[src/rtl/sc_ctrl_pkg.sv]
// Shared control-path definitions for the SC decoder stage scheduler:
// FSM state type, stage-cost rule and width helpers.
package sc_ctrl_pkg;

    typedef enum logic [1:0] {
        IDLE,
        RUN,
        DONE
    } sched_state_t;

    function automatic int unsigned stage_w(input int unsigned nn);
        return (nn > 1) ? $clog2(nn) : 1;
    endfunction

    function automatic int unsigned pe_w(input int unsigned nn, input int unsigned p);
        return (nn > p + 1) ? nn - 1 - p : 1;
    endfunction

    // Cycles a stage occupies when its 2^s LLR pairs share 2^p PEs.
    function automatic int unsigned stage_cost(input int unsigned s, input int unsigned p);
        return (s > p) ? (32'd1 << (s - p)) : 32'd1;
    endfunction

    localparam int unsigned N_DEFAULT     = 3;
    localparam int unsigned P_LOG_DEFAULT = 1;
    localparam int unsigned STAGE_W       = stage_w(N_DEFAULT);
    localparam int unsigned PE_W          = pe_w(N_DEFAULT, P_LOG_DEFAULT);

endpackage

[src/rtl/sc_trailing_zero_count.sv]
// Combinational trailing-zero count; gives the entry stage of the next bit.
module sc_trailing_zero_count
    import sc_ctrl_pkg::*;
#(
    parameter  int unsigned n  = N_DEFAULT,
    localparam int unsigned SW = stage_w(n)
) (
    input  logic [n-1:0]  value,
    output logic [SW-1:0] count
);

    logic found;

    always_comb begin
        count = '0;
        found = 1'b0;
        for (int unsigned i = 0; i < n; i++) begin
            if (!found && value[i]) begin
                count = SW'(i);
                found = 1'b1;
            end
        end
    end

endmodule

[src/rtl/sc_stage_scheduler.sv]
// Stage sequencer for the semi-parallel SC decoder: walks every bit of one
// codeword, issuing (stage, f/g, pe sub-cycle) operations back to back.
module sc_stage_scheduler
    import sc_ctrl_pkg::*;
#(
    parameter  int unsigned n     = N_DEFAULT,
    parameter  int unsigned P_LOG = P_LOG_DEFAULT,
    localparam int unsigned SW    = stage_w(n),
    localparam int unsigned PW    = pe_w(n, P_LOG)
) (
    input  logic          clk,
    input  logic          rst_n,
    input  logic          start,
    input  logic          stall,
    output logic          en,
    output logic [SW-1:0] stage_index,
    output logic          op_g,
    output logic [PW-1:0] pe_cycle,
    output logic [n-1:0]  bit_cnt,
    output logic          busy,
    output logic          done
);

    sched_state_t  state_q, state_d;
    logic [SW-1:0] stage_q, stage_d;
    logic [PW-1:0] pe_q, pe_d;
    logic [n-1:0]  bit_q, bit_d;
    logic          op_q, op_d;
    logic          busy_q, busy_d;
    logic          done_q, done_d;

    logic [n-1:0]  bit_inc;
    logic [SW-1:0] entry_stage;
    logic [SW-1:0] stage_dec;
    logic [PW-1:0] pe_last;

    assign bit_inc   = bit_q + n'(1);
    assign stage_dec = stage_q - SW'(1);
    assign pe_last   = PW'(stage_cost(32'(stage_q), P_LOG) - 32'd1);

    sc_trailing_zero_count #(.n(n)) u_ctz (
        .value (bit_inc),
        .count (entry_stage)
    );

    always_comb begin
        state_d = state_q;
        stage_d = stage_q;
        pe_d    = pe_q;
        bit_d   = bit_q;
        op_d    = op_q;
        busy_d  = busy_q;
        done_d  = 1'b0;
        unique case (state_q)
            IDLE: begin
                if (start) begin
                    state_d = RUN;
                    stage_d = SW'(n - 1);
                    pe_d    = '0;
                    bit_d   = '0;
                    op_d    = 1'b0;
                    busy_d  = 1'b1;
                end
            end
            RUN: begin
                if (!stall) begin
                    if (pe_q != pe_last) begin
                        pe_d = pe_q + PW'(1);
                    end else begin
                        pe_d = '0;
                        if (stage_q != '0) begin
                            stage_d = stage_dec;
                            op_d    = bit_q[stage_dec];
                        end else if (&bit_q) begin
                            state_d = DONE;
                            stage_d = '0;
                            bit_d   = '0;
                            op_d    = 1'b0;
                            busy_d  = 1'b0;
                            done_d  = 1'b1;
                        end else begin
                            // Entry stage of bit i is ctz(i), where bit i is 1.
                            bit_d   = bit_inc;
                            stage_d = entry_stage;
                            op_d    = 1'b1;
                        end
                    end
                end
            end
            DONE: begin
                state_d = IDLE;
            end
            default: begin
                state_d = IDLE;
            end
        endcase
    end

    always_ff @(posedge clk or negedge rst_n) begin
        if (!rst_n) begin
            state_q <= IDLE;
            stage_q <= '0;
            pe_q    <= '0;
            bit_q   <= '0;
            op_q    <= 1'b0;
            busy_q  <= 1'b0;
            done_q  <= 1'b0;
        end else begin
            state_q <= state_d;
            stage_q <= stage_d;
            pe_q    <= pe_d;
            bit_q   <= bit_d;
            op_q    <= op_d;
            busy_q  <= busy_d;
            done_q  <= done_d;
        end
    end

    // Issue strobe is the registered busy flag gated by the same-cycle stall.
    assign en          = busy_q & ~stall;
    assign stage_index = stage_q;
    assign op_g        = op_q;
    assign pe_cycle    = pe_q;
    assign bit_cnt     = bit_q;
    assign busy        = busy_q;
    assign done        = done_q;

endmodule
[config.mk]
export PLATFORM = sky130hd
export DESIGN_NAME = sc_stage_scheduler
export DESIGN_NICKNAME = d
export VERILOG_FILES = /design/src/rtl/sc_ctrl_pkg.sv /design/src/rtl/sc_trailing_zero_count.sv /design/src/rtl/sc_stage_scheduler.sv
export SDC_FILE = /design/constraint.sdc
export NUM_CORES = 1
export LEC_CHECK = 0
export BUFFER_PORTS_ARGS = -buffer_cell sky130_fd_sc_hd__buf_4
export CAP_MARGIN = 40
export CORE_MARGIN = 4
export CORE_UTILIZATION = 46
export CTS_CLUSTER_SIZE = 40
export DETAILED_ROUTE_END_ITERATION = 10
export GPL_TIMING_DRIVEN = 0
export PLACE_DENSITY = 0.8
export SETUP_SLACK_MARGIN = 0.1
export SLEW_MARGIN = 25
export SYNTH_ARGS = -nofsm -noshare
export SYNTH_HDL_FRONTEND = slang
export SYNTH_HIERARCHICAL = 1
export SYNTH_SLANG_ARGS = --single-unit
[constraint.sdc]
create_clock -name clk -period 1.44 [get_ports clk]
set_input_delay 0.144 -clock clk [delete_from_list [all_inputs] [get_ports clk]]
set_output_delay 0.144 -clock clk [all_outputs]
set_load 0.005 [all_outputs]
==> run_summary.xml <==
<?xml version="1.0" encoding="UTF-8"?>
<metrics>
  <group name="grt">
    <metric name="grt_antenna_before_repair" unit="">0</metric>
    <metric name="globalRouteOverflowTotal" unit="">0</metric>
    <metric name="via_count_of_the_first_global_routing_pass" unit="">554</metric>
    <metric name="grt_max_degree" unit="">12</metric>
    <metric name="wire_length_of_the_first_global_routing_pass" unit="um">2500</metric>
    <metric name="grt_resource_usage_total" unit="%">17.3</metric>
  </group>
  <group name="min_path">
    <metric name="worstHoldStart" unit="">start</metric>
    <metric name="holdPathEnd" unit="">state_q[0]</metric>
    <metric name="min_path_cells" unit="">3</metric>
    <metric name="holdCritPathClass" unit="">in2reg</metric>
  </group>
  <group name="die">
    <metric name="fp-row-count" unit="">13</metric>
    <metric name="fp.dieArea" unit="um^2">2140</metric>
    <metric name="core" unit="um^2">1330</metric>
    <metric name="number_of_top_level_design_ports" unit="">14</metric>
    <metric name="fp.dieW" unit="um">46.3</metric>
    <metric name="initial_utilization" unit="%">50.5</metric>
    <metric name="die_h" unit="um">46.3</metric>
  </group>
  <group name="timing">
    <metric name="maxSlewViolCount" unit="">0</metric>
    <metric name="max_slew_margin" unit="%">79.3</metric>
    <metric name="worst_pin_slew" unit="ps">311</metric>
    <metric name="max_freq" unit="MHz">629</metric>
    <metric name="rsz_0062_raised_after_global_routing" unit="">true</metric>
    <metric name="fin_crit" unit="ps">1590</metric>
    <metric name="skew" unit="ps">5.02</metric>
    <metric name="hold_viol" unit="">0</metric>
    <metric name="worst_slack" unit="ps">-149</metric>
    <metric name="final.period_utilization" unit="%">110</metric>
    <metric name="finalSetupViolations" unit="">9</metric>
  </group>
  <group name="clock_network">
    <metric name="clk_transition_reported_paths" unit="ps">70</metric>
    <metric name="cts_inserted_buffers" unit="">3</metric>
    <metric name="cts_tree" unit="">yes</metric>
    <metric name="clock_tree.root_cell" unit="">sky130_fd_sc_hd__clkbuf_4</metric>
    <metric name="h-tree-depth" unit="">1</metric>
    <metric name="clock_path_buffers" unit="">2</metric>
    <metric name="cts.sink_count" unit="">11</metric>
    <metric name="clk-insertion-delay-late" unit="ps">280</metric>
  </group>
  <group name="synthesis">
    <metric name="netlist_instances" unit="">65</metric>
    <metric name="synth.largest_area_cell" unit="">sky130_fd_sc_hd__dfrtp_1</metric>
    <metric name="synth_top_cells_by_area" unit="">sky130_fd_sc_hd__dfrtp_1 (41%), sky130_fd_sc_hd__ha_1 (9.3%), sky130_fd_sc_hd__inv_1 (3.9%)</metric>
    <metric name="synthesis.area" unit="um^2">673</metric>
    <metric name="postSynth.topFlopCell" unit="">sky130_fd_sc_hd__dfrtp_1</metric>
    <metric name="post_synth_num_cell_types" unit="">32</metric>
    <metric name="share_of_the_yosys_chip_area_belonging_to_registers" unit="%">40.9</metric>
    <metric name="nets_in_the_synthesized_netlist" unit="">74</metric>
    <metric name="postSynthRegisterBits" unit="">11</metric>
    <metric name="synthMostInstantiatedCell" unit="">sky130_fd_sc_hd__dfrtp_1</metric>
    <metric name="synth_enable_flop_cells" unit="">0</metric>
    <metric name="ys_top_cells_by_count" unit="">sky130_fd_sc_hd__dfrtp_1 (11), sky130_fd_sc_hd__inv_1 (7), sky130_fd_sc_hd__ha_1 (5), sky130_fd_sc_hd__nor2_1 (5)</metric>
    <metric name="syn_area_per_cell" unit="um^2">10.4</metric>
    <metric name="ys_async_sr_fraction" unit="%">100</metric>
    <metric name="post-synth-top-area-fraction" unit="%">40.9</metric>
    <metric name="yosys_warnings" unit="">6</metric>
  </group>
  <group name="detailed_routing">
    <metric name="drt-initial-drc-count" unit="">7</metric>
    <metric name="overall_via_count_from_detail_route" unit="">576</metric>
    <metric name="dr_wl_met3" unit="um">121</metric>
    <metric name="drt-pass1-iter-count" unit="">4</metric>
    <metric name="routed_wire_length_per_instance" unit="um">15.0</metric>
    <metric name="m1WireLength" unit="um">651</metric>
    <metric name="via_per_inst" unit="">5.54</metric>
    <metric name="drc" unit="">0</metric>
    <metric name="met2_length" unit="um">761</metric>
    <metric name="route.antenna.remaining_nets" unit="">0</metric>
    <metric name="route.top_layer_used" unit="">met4</metric>
    <metric name="route.final.wire_length" unit="um">1560</metric>
  </group>
  <group name="setup_path">
    <metric name="crit_path_frequent_cell" unit="">sky130_fd_sc_hd__ha_4</metric>
    <metric name="worst_path_required_time" unit="ps">1600</metric>
    <metric name="timing.critical_path.from_type" unit="">flop</metric>
    <metric name="crit_path_end_kind" unit="">flop</metric>
    <metric name="timing.reg2reg.worst_path_depth" unit="">7</metric>
    <metric name="timing.critical_path.fanout_max" unit="">4</metric>
    <metric name="destination_of_the_worst_register_to_register_timing_path" unit="">bit_cnt[1]</metric>
    <metric name="crit_path_slowest_cell" unit="">sky130_fd_sc_hd__dfrtp_1</metric>
    <metric name="timing.critical_path.cells" unit="">inv_2, ha_4, nor2_2, ha_4, and4b_1, o21bai_2, a32o_1</metric>
    <metric name="worst_path_largest_cell_delay" unit="ps">390</metric>
    <metric name="timing.setup.critical_path_class" unit="">reg2reg</metric>
    <metric name="worstSetupStartpoint" unit="">stage_index[1]</metric>
    <metric name="worst-endpoint-arrival" unit="ps">1750</metric>
    <metric name="reg2reg_setup_slack" unit="ps">-150</metric>
    <metric name="reg2reg_from" unit="">stage_index[1]</metric>
  </group>
  <group name="place">
    <metric name="port-buffer-count" unit="">13</metric>
    <metric name="preCtsSetupSlack" unit="ps">-216</metric>
    <metric name="place_congestion" unit="">0.711</metric>
    <metric name="total_placed_cells_including_tap_cells" unit="">93</metric>
    <metric name="dpl.hpwl" unit="um">1060</metric>
  </group>
  <group name="pwr">
    <metric name="leakagePower" unit="nW">0.449</metric>
    <metric name="max-vdd-ir-drop" unit="V">0.00116</metric>
    <metric name="p_per_area" unit="nW/um^2">2140</metric>
  </group>
  <group name="final_layout">
    <metric name="diodes" unit="">0</metric>
    <metric name="area_delta_synth_final" unit="%">42.9</metric>
    <metric name="nFillCells" unit="">104</metric>
    <metric name="final_nets" unit="">99</metric>
    <metric name="final_cells" unit="">104</metric>
    <metric name="layout_cell_share_with_drive_strength_beyond_1" unit="%">46.1</metric>
  </group>
  <group name="run">
    <metric name="max-cap-violations" unit="">0</metric>
  </group>
  <group name="run_status">
    <metric name="violations" unit="">negative setup slack</metric>
    <metric name="outcome" unit="">finished with violations</metric>
  </group>
</metrics>
[stage by stage]
stage | cell area [um^2] | setup TNS (ps) | total power, mW | hold slack, ps | util [%]
finish | 962 | -863 | 2.06 | 204 | 72.1
global route | 962 | -1770 | 2.23 | 242 | 72.1
CTS | 948 | -893 | 2.02 | 203 | 71.1
detailed placement | 823 | -1320 | 1.56 | -11.8 | 61.7
global placement | 823 | -1130 | 1.53 | -13.7 | 61.7
floorplan | 707 | -568 | 1.25 | -152 | -
[power by group]
part | internal (mW) | switching (mW)
sequential | 0.419 | 0.116
clock | 0.108 | 0.104
combinational | 0.744 | 0.566
[kinds of logic (layout without fill, tap and decap cells)]
kind of cell,after synthesis,count (layout),share of synthesized area (%)
simple gates,23,23,21.2
compound gates,15,15,18.8
flops,11,11,40.9
buf+inv,8,32,4.65
fa+ha+maj,5,5,9.29
mux,3,3,5.20
[per-layer routing]
metal  track usage (%)  vias up
met5                 0        -
li1                  -      284
met4              6.82        0
met1              19.0      273
met2              28.3       15
met3              8.20        4
[critical path: cells and delay by family, from the launching register on]
kind	cells	cell delay [ps]
AO/OA/AOI/OAI	2	300
AND/OR/NAND/NOR	2	270
adder cells (fa/ha/maj)	2	410
flip-flops	1	390
buffers and inverters	1	100
[area by class of cell]
cell class	count	area (um^2)	area share, %
inverters	7	26.3	2.73
flip-flops and latches	11	278	28.9
multi-input cells	46	445	46.3
well taps	15	18.8	1.95
repair buffers	21	168	17.4
clock buffers	4	26.3	2.73
[cell usage in the layout, fill, tap and decap left out, drive strengths merged]
cell	count
a21o	1
a21oi	2
a221o	1
a221oi	1
a22o	2
a311oi	1
a32o	1
and2b	1
and3b	1
and4b	1
buf	20
clkbuf	4
dfrtp	11
dlygate4sd3	1
ha	5
inv	7
mux2	1
mux2i	2
nand2	2
nand2b	3
nand3	1
nand3b	2
nor2	5
nor2b	3
nor3	2
nor3b	1
nor4	1
o21ai	2
o21bai	2
o221ai	1
o22ai	1
[worst max-delay path by stage]
stage / cells after the start / end
floorplan: 7 / bit_cnt[1]
global placement: 6 / bit_cnt[1]
detailed placement: 6 / bit_cnt[1]
CTS: 6 / bit_cnt[2]
global route: 7 / bit_cnt[0]
finish: 7 / bit_cnt[1]
[what timing repair did]
action	CTS	global route
resized for setup	7	3
endpoints found under the hold margin	11	0
hold buffers	1	0
setup buffers	7	0
pin swaps	8	2
setup endpoints to repair	11	11
[registers in the layout, indices dropped and copies added (netlist names)]
signal	flops
bit_cnt	3
stage_index	2
state_q	2
busy	1
done	1
op_g	1
pe_cycle	1
Note: power is estimated with default switching activity, not from simulation.
